===== config.mk =====
export PLATFORM = sky130hd
export DESIGN_NAME = fetch_queue_unit
export DESIGN_NICKNAME = d
export VERILOG_FILES = /design/src/rtl/cpu_pkg.sv /design/src/rtl/fetch_fifo.sv /design/src/rtl/fetch_queue_unit.sv
export SDC_FILE = /design/constraint.sdc
export NUM_CORES = 1
export LEC_CHECK = 0
export BUFFER_PORTS_ARGS = -buffer_cell sky130_fd_sc_hd__buf_2
export CAP_MARGIN = 10
export CORE_MARGIN = 2
export CORE_UTILIZATION = 52
export DETAILED_ROUTE_END_ITERATION = 16
export PLACE_DENSITY = 0.8
export SLEW_MARGIN = 20
export SYNTH_ARGS = -nofsm -noshare
export SYNTH_HDL_FRONTEND = slang
export SYNTH_SLANG_ARGS = --single-unit

===== constraint.sdc =====
create_clock -name clk -period 3.3 [get_ports clk]
set_input_delay 0.495 -clock clk [delete_from_list [all_inputs] [get_ports clk]]
set_output_delay 0.495 -clock clk [all_outputs]
set_load 0.05 [all_outputs]

===== src/rtl/cpu_pkg.sv =====
// Shared CPU definitions: instruction width, PC increment and the fetch queue entry layout.
package cpu_pkg;

    localparam int unsigned INSN_W   = 32;
    localparam int unsigned PC_STEP  = 4;
    localparam int unsigned PKG_XLEN = 32;

    typedef struct packed {
        logic [PKG_XLEN-1:0] pc;
        logic [INSN_W-1:0]   instr;
    } fetch_entry_t;

endpackage


===== src/rtl/fetch_fifo.sv =====
// Synchronous FIFO of DEPTH entries (DEPTH a power of two). flush empties it and overrides push/pop.
module fetch_fifo #(
    parameter  int unsigned DEPTH = 4,
    parameter  int unsigned W     = 64,
    localparam int unsigned AW    = $clog2(DEPTH),
    localparam int unsigned CW    = AW + 1
) (
    input  logic          clk,
    input  logic          rst,
    input  logic          flush,
    input  logic          push,
    input  logic [W-1:0]  push_data,
    input  logic          pop,
    output logic [CW-1:0] count,
    output logic [W-1:0]  head
);

    logic [W-1:0]  mem_q [DEPTH];
    logic [AW-1:0] wr_ptr_q, wr_ptr_d;
    logic [AW-1:0] rd_ptr_q, rd_ptr_d;
    logic [CW-1:0] count_q, count_d;

    // Pointers are exactly AW bits wide, so the +1 wraps at DEPTH on its own.
    always_comb begin
        wr_ptr_d = wr_ptr_q;
        rd_ptr_d = rd_ptr_q;
        count_d  = count_q;
        if (flush) begin
            wr_ptr_d = '0;
            rd_ptr_d = '0;
            count_d  = '0;
        end else begin
            if (push) wr_ptr_d = wr_ptr_q + AW'(1);
            if (pop)  rd_ptr_d = rd_ptr_q + AW'(1);
            if (push && !pop)      count_d = count_q + CW'(1);
            else if (!push && pop) count_d = count_q - CW'(1);
        end
    end

    always_ff @(posedge clk) begin
        if (!rst) begin
            wr_ptr_q <= '0;
            rd_ptr_q <= '0;
            count_q  <= '0;
        end else begin
            wr_ptr_q <= wr_ptr_d;
            rd_ptr_q <= rd_ptr_d;
            count_q  <= count_d;
        end
    end

    always_ff @(posedge clk) begin
        if (rst && !flush && push) mem_q[wr_ptr_q] <= push_data;
    end

    assign count = count_q;
    assign head  = mem_q[rd_ptr_q];

endmodule


===== src/rtl/fetch_queue_unit.sv =====
// Instruction-fetch front end: sequential PC generation, one-cycle-latency imem requests,
// and a DEPTH-entry queue of {pc, instr} feeding IF/ID. redirect flushes and restarts fetch.
module fetch_queue_unit
    import cpu_pkg::*;
#(
    parameter  int unsigned     XLEN     = 32,
    parameter  int unsigned     DEPTH    = 4,
    parameter  logic [XLEN-1:0] RESET_PC = '0,
    localparam int unsigned     CW       = $clog2(DEPTH) + 1
) (
    input  logic              clk,
    input  logic              rst,
    input  logic              redirect,
    input  logic [XLEN-1:0]   redirect_pc,
    output logic              imem_req,
    output logic [XLEN-1:0]   imem_addr,
    input  logic [INSN_W-1:0] imem_rdata,
    output logic              out_valid,
    input  logic              out_ready,
    output logic [INSN_W-1:0] out_instr,
    output logic [XLEN-1:0]   out_pc,
    output logic [CW-1:0]     count
);

    localparam int unsigned EW = XLEN + INSN_W;

    logic [XLEN-1:0] fetch_pc_q, fetch_pc_d;
    logic [XLEN-1:0] inflight_pc_q, inflight_pc_d;
    logic            inflight_q, inflight_d;
    logic [CW-1:0]   q_count;
    logic [CW-1:0]   occupancy;
    logic [EW-1:0]   head;
    logic            pop, push, issue;

    // Output handshake: an entry transfers on a cycle where out_valid && out_ready;
    // out_valid never depends on out_ready, and the head is held until it transfers.
    assign out_valid = rst & ~redirect & (q_count != '0);
    assign pop       = out_valid & out_ready;
    assign push      = inflight_q & ~redirect;

    // Every outstanding request owns a queue slot, so the queue can never overflow.
    assign occupancy = q_count + CW'(inflight_q) - CW'(pop);
    assign issue     = rst & ~redirect & (occupancy < CW'(DEPTH));

    always_comb begin
        fetch_pc_d    = fetch_pc_q;
        inflight_pc_d = inflight_pc_q;
        inflight_d    = issue;
        if (redirect) begin
            fetch_pc_d = {redirect_pc[XLEN-1:2], 2'b00};
        end else if (issue) begin
            fetch_pc_d    = fetch_pc_q + XLEN'(PC_STEP);
            inflight_pc_d = fetch_pc_q;
        end
    end

    always_ff @(posedge clk) begin
        if (!rst) begin
            fetch_pc_q    <= RESET_PC;
            inflight_q    <= 1'b0;
            inflight_pc_q <= '0;
        end else begin
            fetch_pc_q    <= fetch_pc_d;
            inflight_q    <= inflight_d;
            inflight_pc_q <= inflight_pc_d;
        end
    end

    fetch_fifo #(
        .DEPTH (DEPTH),
        .W     (EW)
    ) u_fifo (
        .clk       (clk),
        .rst       (rst),
        .flush     (redirect),
        .push      (push),
        .push_data ({inflight_pc_q, imem_rdata}),
        .pop       (pop),
        .count     (q_count),
        .head      (head)
    );

    assign imem_req  = issue;
    assign imem_addr = fetch_pc_q;
    assign out_pc    = out_valid ? head[EW-1:INSN_W] : '0;
    assign out_instr = out_valid ? head[INSN_W-1:0] : '0;
    assign count     = q_count;

endmodule

# Word-level counts from Yosys, hierarchy flattened

Memory sizes are Yosys's and may differ from the RTL's. A register that Yosys moved wholly into a read port is not among the register bits.
Cells that the tools add are included.

Add/subtract/negate cells: 7
Magnitude comparators: 1
Mux-type cells: 10
Bitwise gates (word level): 7
Reduce and logical (&&, ||, !) cells: 12

Operator list:

| operator              | count |
|---|---|
| $mux 32               | 4 |
| $add 32x3->32 const B | 1 |
| $mux 3                | 2 |
| $and 1x1->1           | 5 |
| $add 2x1->2 const B   | 2 |
| $logic_and 1x1->1     | 4 |
| $mux 2                | 2 |
| $reduce_bool 2->1     | 2 |
| $add 3x1->3           | 1 |
| $add 3x1->3 const B   | 1 |
| $logic_not 1->1       | 3 |
| $lt 3x3->1 const B    | 1 |
| $reduce_bool 3->1     | 1 |
| $sub 3x1->3           | 1 |
| $sub 3x1->3 const B   | 1 |
| $mux 1                | 2 |
| $not 1->1             | 2 |
| $reduce_and 2->1      | 1 |
| $reduce_or 2->1       | 1 |

Register bits after elaboration: 72
RAM bits: 256
Input port bits: 68
Output and inout port bits: 101
Logic and storage cells: 45
Memories: 1

Memory list:

| memory       | depth | bits a word | read ports | clocked after Yosys merged registers in | wr ports | RTL line         | RTL |
|---|---|---|---|---|---|---|---|
| u_fifo.mem_q | 4     | 64          | 1          | 1                                       | 1        | fetch_fifo.sv:18 | `logic [W-1:0] mem_q [DEPTH];` |

# Depth between registers and ports, before layout

Depth in word-level cells: 9
Mapped depth: 17
Mapped depth without buffers: 13

# Cells and area by module

Synthesis repeated with hierarchy kept, for this count alone.

Cells, all modules: 823
Area total of the unflattened synthesis: 13203.9 sq um

Modules (own cells, without submodules):

| module           | instances | cells each | area an instance (sq um) | seq. area each (sq um) |
|---|---|---|---|---|
| fetch_fifo       | 1         | 378        | 9739.3                   | 7867.5 |
| fetch_queue_unit | 1         | 445        | 3464.6                   | 1221.2 |

# Worst setup path after synthesis

Ideal clock, no wire load.

Path kind: input -> output
Start: in rst
End: out imem_req
Data arrival time: 3.162 ns
Data required time: 2.805 ns
Path slack: -0.357 ns
Stages on the path: 15
Buffers on the path: 4
Cells stage by stage: buf_6 nand2b_1 clkbuf_1 nor2_1 clkbuf_1 nand2_1 inv_1 ha_1 inv_1 ha_1 and3b_4 nor3_4 o21ai_2 inv_2 clkbuf_1

Cells in the longest elaborated chain, start to end: 6

Ends and longest elaborated chain:

| item                     | RTL line               | RTL |
|---|---|---|
| start, declared          | fetch_queue_unit.sv:12 | `input logic rst,` |
| $and 1x1->1 (2 in a row) | fetch_queue_unit.sv:37 | `assign out_valid = rst & ~redirect & (q_count != '0);` |
| $and 1x1->1              | fetch_queue_unit.sv:38 | `assign pop = out_valid & out_ready;` |
| via pop                  | fetch_queue_unit.sv:33 | `logic pop, push, issue;` |
| $sub 3x1->3              | fetch_queue_unit.sv:42 | `assign occupancy = q_count + CW'(inflight_q) - CW'(pop);` |
| $lt 3x3->1               | fetch_queue_unit.sv:43 | `assign issue = rst & ~redirect & (occupancy < CW'(DEPTH));` |
| $and 1x1->1              | fetch_queue_unit.sv:43 |  |
| end, declared            | fetch_queue_unit.sv:15 | `output logic imem_req,` |

The timed path passes the listed nets, and every way through them passes these cells.

# Final worst setup path

Start: reg u_fifo.count_q[0] (netlist: u_fifo.count[0])
End: out imem_req

Cells in the longest elaborated chain, start to end: 6
Elaborated cells between the ends (all ways): 7
Those cells by class: add/sub: 2; order compare: 1; bitwise: 3; reduce/logical: 1

Ends and longest elaborated chain:

| item                   | RTL line               | RTL |
|---|---|---|
| start, declared        | fetch_fifo.sv:21       | `logic [CW-1:0] count_q, count_d;` |
| start signal, assigned | fetch_fifo.sv:48       | `count_q <= count_d;` |
| $reduce_bool 3->1      | fetch_queue_unit.sv:37 |  |
| $and 1x1->1            | fetch_queue_unit.sv:37 |  |
| $and 1x1->1            | fetch_queue_unit.sv:38 |  |
| via pop                | fetch_queue_unit.sv:33 |  |
| $sub 3x1->3            | fetch_queue_unit.sv:42 |  |
| $lt 3x3->1             | fetch_queue_unit.sv:43 |  |
| $and 1x1->1            | fetch_queue_unit.sv:43 |  |

The timed path passes the listed nets, and every way through them passes these cells.

==> results.ini <==
[sta]
slew_violations = 0
fin_ws_ns = 0.189
worstMarginPinSlew_ns = 0.810
whs_ns = 0.207
clock_skew_ns = 0.0198
setup_tns_ns = 0
fmax_mhz = 321
rsz0062_at_grt = no
fin_crit_sh = 0.943
slew_headroom = 0.460
fin_crit_ns = 3.11
final-hold-violation-count = 0
setup_viol = 0

[final_layout]
drive_gt1_frac = 0.329
area.growth.synth_to_final_pct = 20.2
diodes = 0
final_util = 0.636
layout.nets = 1058

[floorplan]
dieArea_mm2 = 0.0260
core-area_mm2 = 0.0242
start_util = 0.529
std_cell_rows = 57
die_w_um = 161
io_pins = 169
die-height_um = 161

[critical_path]
cp_cell_sequence = nor3_4, nor2_4, nand2_2, inv_1, ha_1, inv_1, ha_1, and3b_4, o21a_4, o21ai_4, inv_2, buf_4
crit_start = u_fifo.count[0]$_SDFFE_PP0P_
path_max_fanout = 5
crit_arrival_ns = 2.62
cp.required_ns = 2.80
rr_startpoint = u_fifo.count[0]$_SDFFE_PP0P_
end_kind = output port
cp_slowest_cell = dfxtp_2
slowest_delay_ns = 0.37
reg2regPathDepth = 14
startpoint_type = flop
crit_type = reg2out
r2r_slack_ns = 0.53
timing.rr.end = imem_addr[13]$_SDFFE_PN0P_

[power_and_ir_drop]
fin_total_pwr_mw = 8.85
p_leak_nw = 5.68
ir_worst_vdd_mv = 0.395
powerDensity_mw_per_mm2 = 574

[synth]
ys_seq_area_frac = 0.689
synth_top_cell_area_share = 0.580
synth_top_area_cell = edfxtp_1
post_synth.cell_area_avg_um2 = 15.9
synth_edf_count = 248
synthArstFlopShare = 0
ys_ff_latch = 318
ys.warnings.count = 0
synth_flop_cell = edfxtp_1
ys_types = 70
syn_inst = 806
synth_area_leaders = edfxtp_1 58%, dfxtp_1 11%, mux4_2 11%
syn_area_mm2 = 0.0128

[global_route]
grt_pass1_wl_mm = 42.3
grt-ovfl-total = 0
grt_max_degree = 65
first_global_vias = 7601
antenna_found_initial = 0
globalRouteTotalUtil = 0.209

[cts]
ctsRootBufferMaster = clkbuf_16
clk_latency_ns = 0.51
cts_max_path_buffers = 3
cts.sinks = 318
htreeDepth = 2
tritoncts = done
cts.clk_slew.worst_paths_ns = 0.06
cts_made_buffers = 34

[placed_design]
place.gp.congestion = 0.879
pre_cts_slack_ns = 0.213
dp_hpwl_mm = 16.0
port_buffers = 162

[drt]
via_per_inst = 5.67
wire_per_inst_um = 20.2
drtIter0Drc = 535
totalWireLength_mm = 26.9
drt_first_pass_iters = 5
route.detailed.drc = 0
vias = 7550
ant_nets = 0

[worst_hold_path]
hold_path_class = in2reg
holdPathStages = 1
hold_path_startpoint = imem_rdata[0]
min_to = u_fifo.mem_q[0][0]$_DFFE_PP_

[outcome]
status = complete, no violations

[flow_run]
cap_viol_max_count = 0

layout by cell type (no fill, tap or decap), types with 4 or more instances in the layout:
master	instances
clkinv_1	7
buf_4	20
o211ai_1	4
dfxtp_1	66
and2_1	65
conb_1	4
nor4_1	4
o2111ai_1	6
buf_2	152
and3_1	4
nand3_1	39
xor2_1	13
edfxtp_1	248
clkbuf_16	40
clkinv_2	4
o21a_1	7
nand4_1	7
mux4_2	62
inv_1	12
a21oi_1	12
o21ai_0	25
buf_12	14
xnor2_1	8
o311a_1	4
nand2_1	75
and3_4	4
ha_1	8
clkbuf_1	6
nor2_1	12
cells in the mapped netlist, types with 3 or more instances:
library cell,instances
nand3_1,39
o21a_1,7
clkbuf_1,26
and3_1,8
o2111ai_1,6
dfxtp_1,70
a21oi_1,12
o21ai_0,25
o311a_1,4
xnor2_1,8
o41ai_1,3
a22o_1,3
nor2_1,13
nand4_1,7
mux4_2,62
edfxtp_1,248
nor4_1,4
o211a_1,3
a21boi_0,3
ha_1,8
xor2_1,13
buf_4,7
buf_2,12
o31ai_1,3
o211ai_1,4
nand2_1,76
or2_2,3
mux2i_1,3
inv_1,12
and2_1,65
layout make-up:
type                            instances  area [µm²]
Clock inverter                         16         159
Sequential cell                       318        8860
Inverter                               15        56.3
Clock buffer                           46        1020
Multi-Input combinational cell        426        3730
Tap cell                              324         405
Timing Repair Buffer                  186        1190
Fill cell                            1782        8820
kinds of logic (layout without fill, tap and decap cells):
logic type               count (synthesis)  after routing  share of synthesized area
buffers and inverters                   65            263                     0.0245
AO/OA/AOI/OAI                           89             89                     0.0487
XOR/XNOR                                21             21                     0.0143
AND/OR/NAND/NOR                        237            237                      0.101
flip-flops                             318            318                      0.689
other                                    1              4                   0.000292
adder cells (fa/ha/maj)                  9              9                    0.00936
multiplexers                            66             66                      0.112
where the power goes:
part	leakage (nW)	switching, mW	total, mW	internal [mW]
registers	2.88	0.0839	4.45	4.37
clock network	0.582	1.52	3.94	2.42
logic	2.22	0.307	0.454	0.147
worst max-delay path by stage:
| stage | depth (start not counted) | to | slack (ns) |
|---|---|---|---|
| 2_1_floorplan | 15 | imem_req | 0.003 |
| 4_1_cts | 12 | imem_req | 0.02 |
| 3_5_place_dp | 15 | imem_addr[17]$_SDFFE_PN0P_ | 0.21 |
| 6_report | 12 | imem_req | 0.19 |
| 5_1_grt | 12 | imem_req | 0.06 |
| 3_3_place_gp | 15 | imem_addr[15]$_SDFFE_PN0P_ | 0.23 |
worst max-delay path, delay by kind of cell (launching register included):
family / cells / cell delay, ns
compound gates: 2 / 0.40
fa+ha+maj: 2 / 0.39
buf+inv: 4 / 0.38
flops: 1 / 0.37
simple gates: 4 / 0.58
repair_timing:
item	4_1_cts	5_1_grt
pin swaps	1	1
hold buffers	0	0
buffers inserted	0	2
gates resized for setup	3	3
setup endpoints to repair	1	1
layer usage:
layer | wire length, µm | share of wire | track usage
met1 | 11700 | 0.43 | 0.298
met2 | 12900 | 0.48 | 0.334
met3 | 1820 | 0.068 | 0.0360
met4 | 498 | 0.019 | 0.0657
met5 | 0 | 0 | 0
metrics by stage:
stage	std cells	instance area (µm²)
final	1331	15400
after global routing	1331	15400
after CTS	1329	15400
after detailed placement	1267	14200
after global placement	1267	14200
after floorplan	809	12800
flip-flops by register name, summed over array words and instances, names as in the netlist, named ones only:
| signal | count |
|---|---|
| u_fifo.rd_ptr_q | 2 |
| u_fifo.wr_ptr_q | 2 |
| imem_addr | 30 |
| u_fifo.count | 3 |
| inflight_pc_q | 30 |
| inflight_q | 1 |
| u_fifo.mem_q | 248 |
Power figures use the tool's default switching activity.
